==> config.mk <==
export PLATFORM = sky130hd
export DESIGN_NAME = uart_byte_rx
export DESIGN_NICKNAME = d
export VERILOG_FILES = /design/src/rtl/uart_byte_rx.sv
export SDC_FILE = /design/constraint.sdc
export NUM_CORES = 1
export LEC_CHECK = 0
export CORE_MARGIN = 2
export CORE_UTILIZATION = 50
export CTS_CLUSTER_SIZE = 28
export DETAILED_ROUTE_END_ITERATION = 6
export PLACE_DENSITY = 0.71
export SYNTH_ARGS = -nofsm -noshare
export SYNTH_HDL_FRONTEND = slang
export SYNTH_SLANG_ARGS = --single-unit
==> constraint.sdc <==
create_clock -name clock -period 4.2 [get_ports clock]
set_input_delay 1.05 -clock clock [delete_from_list [all_inputs] [get_ports clock]]
set_output_delay 1.05 -clock clock [all_outputs]
set_load 0.005 [all_outputs]
==> src/rtl/uart_byte_rx.sv <==
// uart_byte_rx: 8N1 UART receiver with two-flop input synchronizer and mid-bit sampling.
// Define UART_BYTE_RX_PARITY_EN to insert an even-parity bit between bit 7 and the stop bit.
module uart_byte_rx #(
  parameter int CLKS_PER_BIT = 434
) (
  input  logic       clock,
  input  logic       reset,
  input  logic       rx,
  output logic [7:0] data,
  output logic       valid,
  output logic       frame_err,
  output logic       parity_err,
  output logic       busy
);
  localparam int CW = $clog2(CLKS_PER_BIT);
  localparam logic [CW-1:0] FULL_M1 = CW'(CLKS_PER_BIT - 1);
  localparam logic [CW-1:0] HALF_M1 = CW'(CLKS_PER_BIT / 2 - 1);

`ifdef UART_BYTE_RX_PARITY_EN
  typedef enum logic [2:0] {IDLE, START, DATA, PARITY, STOP, WAIT_IDLE} state_t;
`else
  typedef enum logic [2:0] {IDLE, START, DATA, STOP, WAIT_IDLE} state_t;
`endif

  logic          rx_meta_reg;
  logic          rxs;
  state_t        state_reg, state_next;
  logic [CW-1:0] cnt_reg, cnt_next;
  logic [2:0]    bit_reg, bit_next;
  logic [7:0]    shift_reg, shift_next;
  // Power-up value for FPGA configuration, independent of reset.
  logic [7:0]    data_reg = 8'h00;
  logic [7:0]    data_next;
  logic          valid_reg, valid_next;
  logic          ferr_reg, ferr_next;
  logic          tick;
`ifdef UART_BYTE_RX_PARITY_EN
  logic          par_bad_reg, par_bad_next;
  logic          perr_reg, perr_next;
`endif

  always_ff @(posedge clock) begin
    if (reset) begin
      rx_meta_reg <= 1'b1;
      rxs         <= 1'b1;
      state_reg   <= IDLE;
      cnt_reg     <= '0;
      bit_reg     <= '0;
      shift_reg   <= '0;
      data_reg    <= 8'h00;
      valid_reg   <= 1'b0;
      ferr_reg    <= 1'b0;
    end else begin
      rx_meta_reg <= rx;
      rxs         <= rx_meta_reg;
      state_reg   <= state_next;
      cnt_reg     <= cnt_next;
      bit_reg     <= bit_next;
      shift_reg   <= shift_next;
      data_reg    <= data_next;
      valid_reg   <= valid_next;
      ferr_reg    <= ferr_next;
    end
  end

`ifdef UART_BYTE_RX_PARITY_EN
  always_ff @(posedge clock) begin
    if (reset) begin
      par_bad_reg <= 1'b0;
      perr_reg    <= 1'b0;
    end else begin
      par_bad_reg <= par_bad_next;
      perr_reg    <= perr_next;
    end
  end
`endif

  always_comb begin
    state_next = state_reg;
    cnt_next   = cnt_reg;
    bit_next   = bit_reg;
    shift_next = shift_reg;
    data_next  = data_reg;
    valid_next = 1'b0;
    ferr_next  = 1'b0;
`ifdef UART_BYTE_RX_PARITY_EN
    par_bad_next = par_bad_reg;
    perr_next    = 1'b0;
`endif
    tick = (cnt_reg == '0);

    // Every sample point reloads a full bit period, so timing never drifts.
    if (state_reg != IDLE && state_reg != WAIT_IDLE)
      cnt_next = tick ? FULL_M1 : cnt_reg - CW'(1);

    case (state_reg)
      IDLE: begin
        if (!rxs) begin
          state_next = START;
          cnt_next   = HALF_M1;
        end
      end
      START: begin
        if (tick) begin
          bit_next   = 3'd0;
          state_next = rxs ? IDLE : DATA;
        end
      end
      DATA: begin
        if (tick) begin
          shift_next[bit_reg] = rxs;
          bit_next = bit_reg + 3'd1;
          if (bit_reg == 3'd7) begin
`ifdef UART_BYTE_RX_PARITY_EN
            state_next = PARITY;
`else
            state_next = STOP;
`endif
          end
        end
      end
`ifdef UART_BYTE_RX_PARITY_EN
      PARITY: begin
        if (tick) begin
          par_bad_next = rxs ^ (^shift_reg);
          state_next   = STOP;
        end
      end
`endif
      STOP: begin
        if (tick) begin
          if (!rxs) begin
            ferr_next  = 1'b1;
            state_next = WAIT_IDLE;
`ifdef UART_BYTE_RX_PARITY_EN
          end else if (par_bad_reg) begin
            perr_next  = 1'b1;
            state_next = IDLE;
`endif
          end else begin
            data_next  = shift_reg;
            valid_next = 1'b1;
            state_next = IDLE;
          end
        end
      end
      WAIT_IDLE: begin
        // A held-low line (break) stays here so it reports only one frame error.
        if (rxs) state_next = IDLE;
      end
      default: state_next = IDLE;
    endcase
  end

  assign data      = data_reg;
  assign valid     = valid_reg;
  assign frame_err = ferr_reg;
  assign busy      = (state_reg != IDLE);
`ifdef UART_BYTE_RX_PARITY_EN
  assign parity_err = perr_reg;
`else
  assign parity_err = 1'b0;
`endif

endmodule

# Yosys cells after proc, flatten, opt, wreduce, memory -nomap -nowiden
# Index checks and enable logic that the tools add are counted.
# word_totals
rom_bits	0
latchBits	0
ramBits	0
inputBits	3
regBits	35
mem_count	0
output_inout_bits	12
# classes
multipliers	0
n_eq_ne	12
shifts	0
bitwise_logic	2
n_lt_le_gt_ge	2
n_addsub	2
mux	21
div_mod_pow	0
reduce_logical	11
# ops
op	n
9-bit two-way mux	4
3-bit two-way mux	9
3-bit case mux with 5 select lines	1
2-bit != test, second input constant	6
9-bit zero test	1
9-bit by 1-bit subtractor with 9-bit output, second input constant	1
8-bit bitwise mux	1
3-bit by 2-bit equality test with 1-bit output, second input constant	2
3-bit equality test, second input constant	2
3-bit case mux with 2 select lines	1
3-bit AND reduction	2
6-bit AND reduction	1
3-bit by 4-bit less-than comparator with 1-bit output, second input constant	1
3-bit by 1-bit adder with 3-bit output, second input constant	1
1-bit demux with 3-bit select	1
3-bit by 1-bit equality test with 1-bit output, second input constant	1
3-bit by 1-bit >= comparator with 1-bit output, second input constant	1
3-bit zero test	1
1-bit two-way mux	3
3-bit != test, second input constant	1
3-bit nonzero test	1
3-bit OR reduction	1
1-bit logical AND	2
2-bit two-way mux	1
other kinds (3)	4

# Depth between registers and ports, before layout
# Gate-level depths: netlist of run 1.
# logic_depth
word_depth	5
depth_mapped	8
ltp_nobuf	6

# Least setup slack after synthesis of run 1
# No wires, ideal clock.
# synth_path
path_type	register to register
startpoint	register cnt_reg[0]
endpoint	register data_reg[0] (netlist: data[0])
arrival_ns	1.910
setup_ns	0.128
stages_incl_launch_ff	8
synth_period_minus_slack_ns	2.038
path_buffers	1
setup_slack_ns	2.162
path_cell_list	dfxtp_1 -> inv_1 -> ha_1 -> or4b_1 -> buf_2 -> nor4_4 -> mux2i_1 -> nor2_1
# synth_between
elab_chain_len	2
# synth_rtl
element	line_no	text
start: declaration	28	logic [CW-1:0] cnt_reg, cnt_next;
start signal: assignment	57	cnt_reg <= cnt_next;
9-bit zero test	90	tick = (cnt_reg == '0);
3-bit AND reduction (no source line)	--	
end signal: assignment	60	data_reg <= data_next;
end: declaration	32	logic [7:0] data_reg = 8'h00;
# Every way passes these cells.
# A chain may end at the register's enable or synchronous reset.

# Final worst setup path of run 1
# layout_path
startpoint	register cnt_reg[0]
endpoint	register state_reg[0]
# layout_between
elab_chain_len	3
# layout_rtl
element	line_no	text
9-bit zero test *	90	
2-bit != test (no source line)	--	
6-bit AND reduction (no source line) *	--	
end signal: assignment	56	state_reg <= state_next;
end: declaration	27	state_t state_reg, state_next;
# Mark *: on every way between the ends. The rest lies on a longest branch, timed or not.

==> reports/results.ini, run 1 <==
[die]
die_area_sq_um=3680
initial_utilization=0.526
fp.dieW_um=60.7
io_pins=15
die_h_um=60.7
rows=20
core_area_sq_um=3050

[global_routing]
grt_pass1_vias=1166
antenna_found_initial=0
track_usage=0.192
grt_pass1_wl_mm=5.17
grt_max_degree=33
grt.overflow.total=0

[place]
hpwl_mm=2.11
numPortBuffers=13
gp_congestion=0.797
post-place-ws_ns=1.38

[pwr]
power_frac_seq=0.469
switching_power_uw=197
internal_power_uw=564
switching_share=0.259
p_leak_uw=0.000686
peakVddDrop_mv=0.254
p_per_area_nw_per_um2=411
clkPwrFrac=0.400
p_comb_frac=0.131

[yosys]
synth_edf_count=0
yosys.area_share.simple=0.309
yosys-top-cells-area=dfxtp_1 (44%), mux2i_1 (11%), nor2_1 (5.1%), nand2b_1 (4.3%), or3_1 (3.1%)
synth.top_cell.area_share=0.436
synthArstFlopShare=0
synth_nets=182
synthAdderAreaFrac=0.0234
synthXorXnorAreaFrac=0.0327
yosysWarnings=0
synth_compound_area_frac=0.0561
ys_types=34
muxShareOfSynthArea=0.106
postSynthAreaPerCell_sq_um=9.13
yosysTopAreaCell=dfxtp_1
synth.cell_area_sq_um=1610
synth_top_family_by_area=simple AND/OR/NAND/NOR gates
synth_commonest_cells=dfxtp_1 (35), nor2_1 (22), mux2i_1 (17)
synthCells=176
ys_seq_elements=35
synth.most_common_cell=dfxtp_1
ys_seq_area_frac=0.436
yosys_most_used_dff=dfxtp_1

[run_status]
status=finished, final reports clean

[setup_path]
cp.required_ns=4.40
cp-start-kind=flip-flop
r2r_start=cnt_reg[0]$_SDFF_PP0_
crit_type=flip-flop to flip-flop
arrival_ns=2.95
cp-end-kind=flip-flop
cp-startpoint=cnt_reg[0]$_SDFF_PP0_
cp_max_fo=14

[finish]
drive_above_1_share=0.0860
finalNetCount=191
diodes=0
area_growth_pct=15.1
fill_cells=271
largest_reg_flops=9

[routing]
top_layer_used=met4
post_drt_wl_per_cell_um=13.4
wl_met1_mm=1.37
dr.pass1.iters=4
vias=1256
ant_nets=0
dr_wl_met2_mm=1.52
drt-vias-per-instance=5.46
drcViolationCount=0
finalWirelength_mm=3.08
dr_wl_met3_um=130
dr.first_iter.drc_count=66

[worst_hold_path]
hp-start=rx_meta_reg$_SDFF_PP1_
hp-class=flip-flop to flip-flop

[cts]
cts_made_buffers=5
root_buffer=clkbuf_4
h-tree-depth=2
post_cts_resized=0
clock_latency_ns=0.34
hold_buffers=0
clk_pin_slew_ns=0.11
cts_tree=done
cts_max_path_buffers=2
post-cts-setup-buffers=0
clock_sinks=35

[timing]
setup_viol=0
fin_crit_sh=0.655
fin_worst_skew_ns=0.00854
slew_headroom=0.350
tightest_slew_ns=0.972
rsz0062_at_grt=no
maxSlewViolCount=0
setup_ws_ns=1.45
hold_viol=0
finalCriticalPeriod_ns=2.75
max_freq_ghz=0.364
finalSetupTns_ns=0

[run]
max_cap_viol_count=0

path summary, 6_finish.rpt:
check / to / slack, ns / depth (start not counted)
hold / removal: rxs$_SDFF_PP1_ / 0.42 / 1
setup reg to reg: state_reg[0]$_SDFFE_PP0P_ / 1.45 / 6
setup / recovery: state_reg[0]$_SDFFE_PP0P_ / 1.45 / 6
hold reg to reg: rxs$_SDFF_PP1_ / 0.42 / 1
stage by stage:
step / power, uW / util / cells / hold WS, ns / cell area (sq um)
after detailed placement: 463 / 0.571 / 222 / 0.396 / 1740
after CTS: 762 / 0.606 / 230 / 0.421 / 1850
final: 761 / 0.606 / 230 / 0.417 / 1850
after global routing: 791 / 0.606 / 230 / 0.444 / 1850
after floorplan: 445 / - / 176 / 0.389 / 1610
after global placement: 460 / 0.571 / 222 / 0.395 / 1740
per-layer routing:
metal  vias to the layer above  GRT usage
li1                        633          -
met1                       586      0.236
met2                        30      0.307
met4                         0     0.0807
met3                         7     0.0640
met5                         -          0
power groups by stage:
stage | Sequential, uW | Clock, uW | Combinational, uW
detailed placement | 364 | 0 | 98.5
floorplan | 359 | 0 | 85.3
global route | 359 | 320 | 112
finish | 357 | 304 | 99.9
global placement | 363 | 0 | 96.2
CTS | 356 | 306 | 100
cell usage in the layout, fill, tap and decap left out:
| cell | synthesis | routed |
|---|---|---|
| a2111oi_0 | 1 | 1 |
| a211oi_1 | 3 | 3 |
| a21oi_1 | 6 | 6 |
| a31oi_1 | 2 | 2 |
| bufinv_16 | 0 | 2 |
| clkbuf_4 | 0 | 5 |
| clkdlybuf4s50_1 | 0 | 13 |
| clkinvlp_4 | 0 | 1 |
| conb_1 | 1 | 1 |
| dfxtp_1 | 35 | 35 |
| ha_1 | 3 | 3 |
| inv_1 | 2 | 2 |
| mux2i_1 | 17 | 17 |
| nand2_1 | 7 | 7 |
| nand2b_1 | 11 | 11 |
| nand3_1 | 5 | 5 |
| nand4_1 | 4 | 4 |
| nand4b_1 | 5 | 5 |
| nor2_1 | 22 | 22 |
| nor2b_1 | 1 | 1 |
| nor3_1 | 9 | 9 |
| nor3_2 | 1 | 1 |
| nor3b_1 | 2 | 2 |
| nor4_1 | 3 | 3 |
| nor4_4 | 1 | 1 |
| nor4b_1 | 1 | 1 |
| o21bai_1 | 1 | 1 |
| o31a_1 | 1 | 1 |
| or2_2 | 5 | 5 |
| or3_1 | 8 | 8 |
| or3b_2 | 1 | 1 |
| or4b_1 | 1 | 1 |
| xnor2_1 | 4 | 4 |
| xor2_1 | 2 | 2 |
area by class of cell:
| class | instances | area [sq um] | area share |
|---|---|---|---|
| clock inverters | 3 | 67.6 | 0.0365 |
| multi-input cells | 128 | 851 | 0.460 |
| flip-flops and latches | 35 | 701 | 0.379 |
| clock buffers | 5 | 37.5 | 0.0203 |
| inverters | 2 | 7.51 | 0.00406 |
| well taps | 44 | 55.1 | 0.0298 |
| repair buffers | 13 | 130 | 0.0704 |
worst max-delay path, cell delays in order (launching register included):
cell	delay (ns)
dfxtp_1	0.36
inv_1	0.07
ha_1	0.20
or4b_1	0.62
nor3_2	0.72
a31oi_1	0.18
a2111oi_0	0.46
kinds of logic after synthesis:
kind of cell | after synthesis
and+or+nand+nor | 87
DFF | 35
muxes | 17
AOI/OAI and AO/OA | 14
buffers and inverters | 13
xor gates and xnor gates | 6
adders and majority gates | 3
other | 1
Note: power is estimated with default switching activity, not from simulation.
==> run 2, diff against run 1 <==
PLACE_DENSITY = 0.74   (was 0.71)
clock period = 2.4 ns   (was 4.2 ns; I/O delays follow)
==> reports/results.ini, run 2 (synthesis gave the netlist of run 1 again) <==
[run_status]
status=finished, final reports clean

[timing]
maxSlewViolCount=0  ; unchanged
hold_viol=0  ; unchanged
fin_worst_skew_ns=0.0104  ; +0.00186 ns
rsz0062_at_grt=no
max_freq_ghz=0.450
fin_crit_sh=0.926
tightest_slew_ns=0.594  ; -0.377 ns
finalSetupTns_ns=0  ; unchanged
finalCriticalPeriod_ns=2.22
slew_headroom=0.598  ; +0.248
setup_viol=0  ; unchanged

[cts]
clk_pin_slew_ns=0.10  ; about the same
h-tree-depth=2  ; unchanged
clock_sinks=35  ; unchanged
cts_tree=done
post_cts_resized=0  ; unchanged
post-cts-setup-buffers=0  ; unchanged
hold_buffers=0  ; unchanged
cts_made_buffers=5  ; unchanged
root_buffer=clkbuf_4
cts_max_path_buffers=2  ; unchanged
clock_latency_ns=0.35  ; about the same

[worst_hold_path]
hp-class=flip-flop to flip-flop
hp-start=rx_meta_reg$_SDFF_PP1_
whs_path_depth=1  ; unchanged
min_to=rxs$_SDFF_PP1_

[finish]
multi_input_area_sq_um=851  ; unchanged
mostFrequentLayoutCells=dfxtp_1 (35), nor2_1 (22), mux2i_1 (17)
final_common_cell=dfxtp_1
largest_reg_flops=9  ; unchanged
seqCellArea_sq_um=701  ; unchanged
drive_above_1_share=0.110  ; +0.0239
final_area_sq_um=1840  ; -0.54%
fill_cells=280  ; +3.3%
diodes=0  ; unchanged
area_growth_pct=14.5
finalNetCount=196  ; +2.6%

[global_routing]
track_usage=0.193  ; +0.00107
grt_pass1_vias=1193  ; +2.3%
antenna_found_initial=0  ; unchanged
grt_max_degree=21  ; -36%
grt_pass1_wl_mm=5.21  ; +0.79%
grt.overflow.total=0  ; unchanged

[setup_path]
rr_worst_depth=6  ; unchanged
r2r_slack_ns=0.20  ; -1.25 ns
cp_max_fo=13  ; -1
cp-start-kind=flip-flop
crit_path_top_delay_cell=clkdlybuf4s50_1
path_cells=or3_1 > clkdlybuf4s50_1
crit_type=flip-flop to primary output
cp-end-kind=primary output
cpPeakStageDelay_ns=0.46  ; -0.26 ns
rr_endpoint=bit_reg[0]$_SDFFE_PP0P_
r2r_start=cnt_reg[0]$_SDFF_PP0_
cp.required_ns=1.80  ; -2.60 ns
arrival_ns=1.62  ; -1.33 ns

[routing]
dr.pass1.iters=4  ; unchanged
finalWirelength_mm=3.05  ; -0.91%
dr.first_iter.drc_count=56  ; -15%
ant_nets=0  ; unchanged
vias=1266  ; +0.80%
drt-vias-per-instance=5.39  ; -1.3%
drcViolationCount=0  ; unchanged
post_drt_wl_per_cell_um=13.0  ; -3.0%

[die]
initial_utilization=0.526  ; unchanged
die_area_sq_um=3680  ; unchanged
io_pins=15  ; unchanged
rows=20  ; unchanged
core_area_sq_um=3050  ; unchanged
fp.dieW_um=60.7  ; unchanged
die_h_um=60.7  ; unchanged

[pwr]
peakVddDrop_mv=0.408  ; +61%
p_leak_uw=0.000687  ; +0.16%
p_per_area_nw_per_um2=614  ; +49%

[place]
gp_congestion=0.903  ; +13%
hpwl_mm=2.23  ; +5.5%
numPortBuffers=13  ; unchanged
dpl_cell_area_sq_um=1780  ; +2.2%

[run]
max_cap_viol_count=0  ; unchanged

run 2: changes by cell type in the layout (fill, tap and decap cells not counted), sizes merged:
cell	change
bufinv	-2
clkinvlp	+1
buf	+5
clkinv	+1
run 2: worst max-delay path, delay by kind of cell (launching register included):
kind / cells / cell delay (ns)
buffers and inverters: 1 / 0.46
AND/OR/NAND/NOR: 1 / 0.39
flip-flops: 1 / 0.44
run 2: area by class of cell:
class                      count  share of cell area
clock buffer                   5              0.0204
inverter                       2             0.00408
timing repair buffer          18              0.0912
clock inverter                 3              0.0109
multi-input combinational    128               0.463
sequential                    35               0.381
tap                           44              0.0299
run 2: per-layer routing:
metal	share of wire	vias up	GRT usage
li1	-	650	-
met1	0.45	592	0.229
met2	0.49	18	0.316
met3	0.042	6	0.0618
met4	0.021	0	0.0901
met5	0	-	0
run 2: where the power goes:
group / switching, uW / total (uW) / internal [uW]
clock: 209 / 320 / 112
combinational: 111 / 187 / 75.6
sequential: 23.4 / 622 / 599
run 2: per-stage QoR:
| stage | hold WS (ns) | std cells | utilization | setup slack (ns) | power (uW) |
|---|---|---|---|---|---|
| 2_1_floorplan | 0.389 | 176 | - | 0.362 | 778 |
| 3_3_place_gp | 0.393 | 227 | 0.584 | 0.280 | 815 |
| 3_5_place_dp | 0.407 | 227 | 0.584 | 0.236 | 821 |
| 4_1_cts | 0.432 | 235 | 0.602 | 0.158 | 1140 |
| 5_1_grt | 0.451 | 235 | 0.602 | 0.0414 | 1190 |
| 6_report | 0.427 | 235 | 0.602 | 0.177 | 1130 |
run 2: how the worst max path moves through the flow:
stage	startpoint	end	slack [ns]	cells after the start
2_1_floorplan	cnt_reg[0]$_SDFF_PP0_	data[0]$_SDFFE_PP0P_	0.36	7
3_3_place_gp	cnt_reg[0]$_SDFF_PP0_	bit_reg[0]$_SDFFE_PP0P_	0.28	6
3_5_place_dp	cnt_reg[0]$_SDFF_PP0_	bit_reg[0]$_SDFFE_PP0P_	0.24	6
4_1_cts	state_reg[1]$_SDFFE_PP0P_	busy	0.16	2
5_1_grt	cnt_reg[0]$_SDFF_PP0_	shift_reg[5]$_SDFFE_PP0P_	0.04	7
6_report	state_reg[1]$_SDFFE_PP0P_	busy	0.18	2
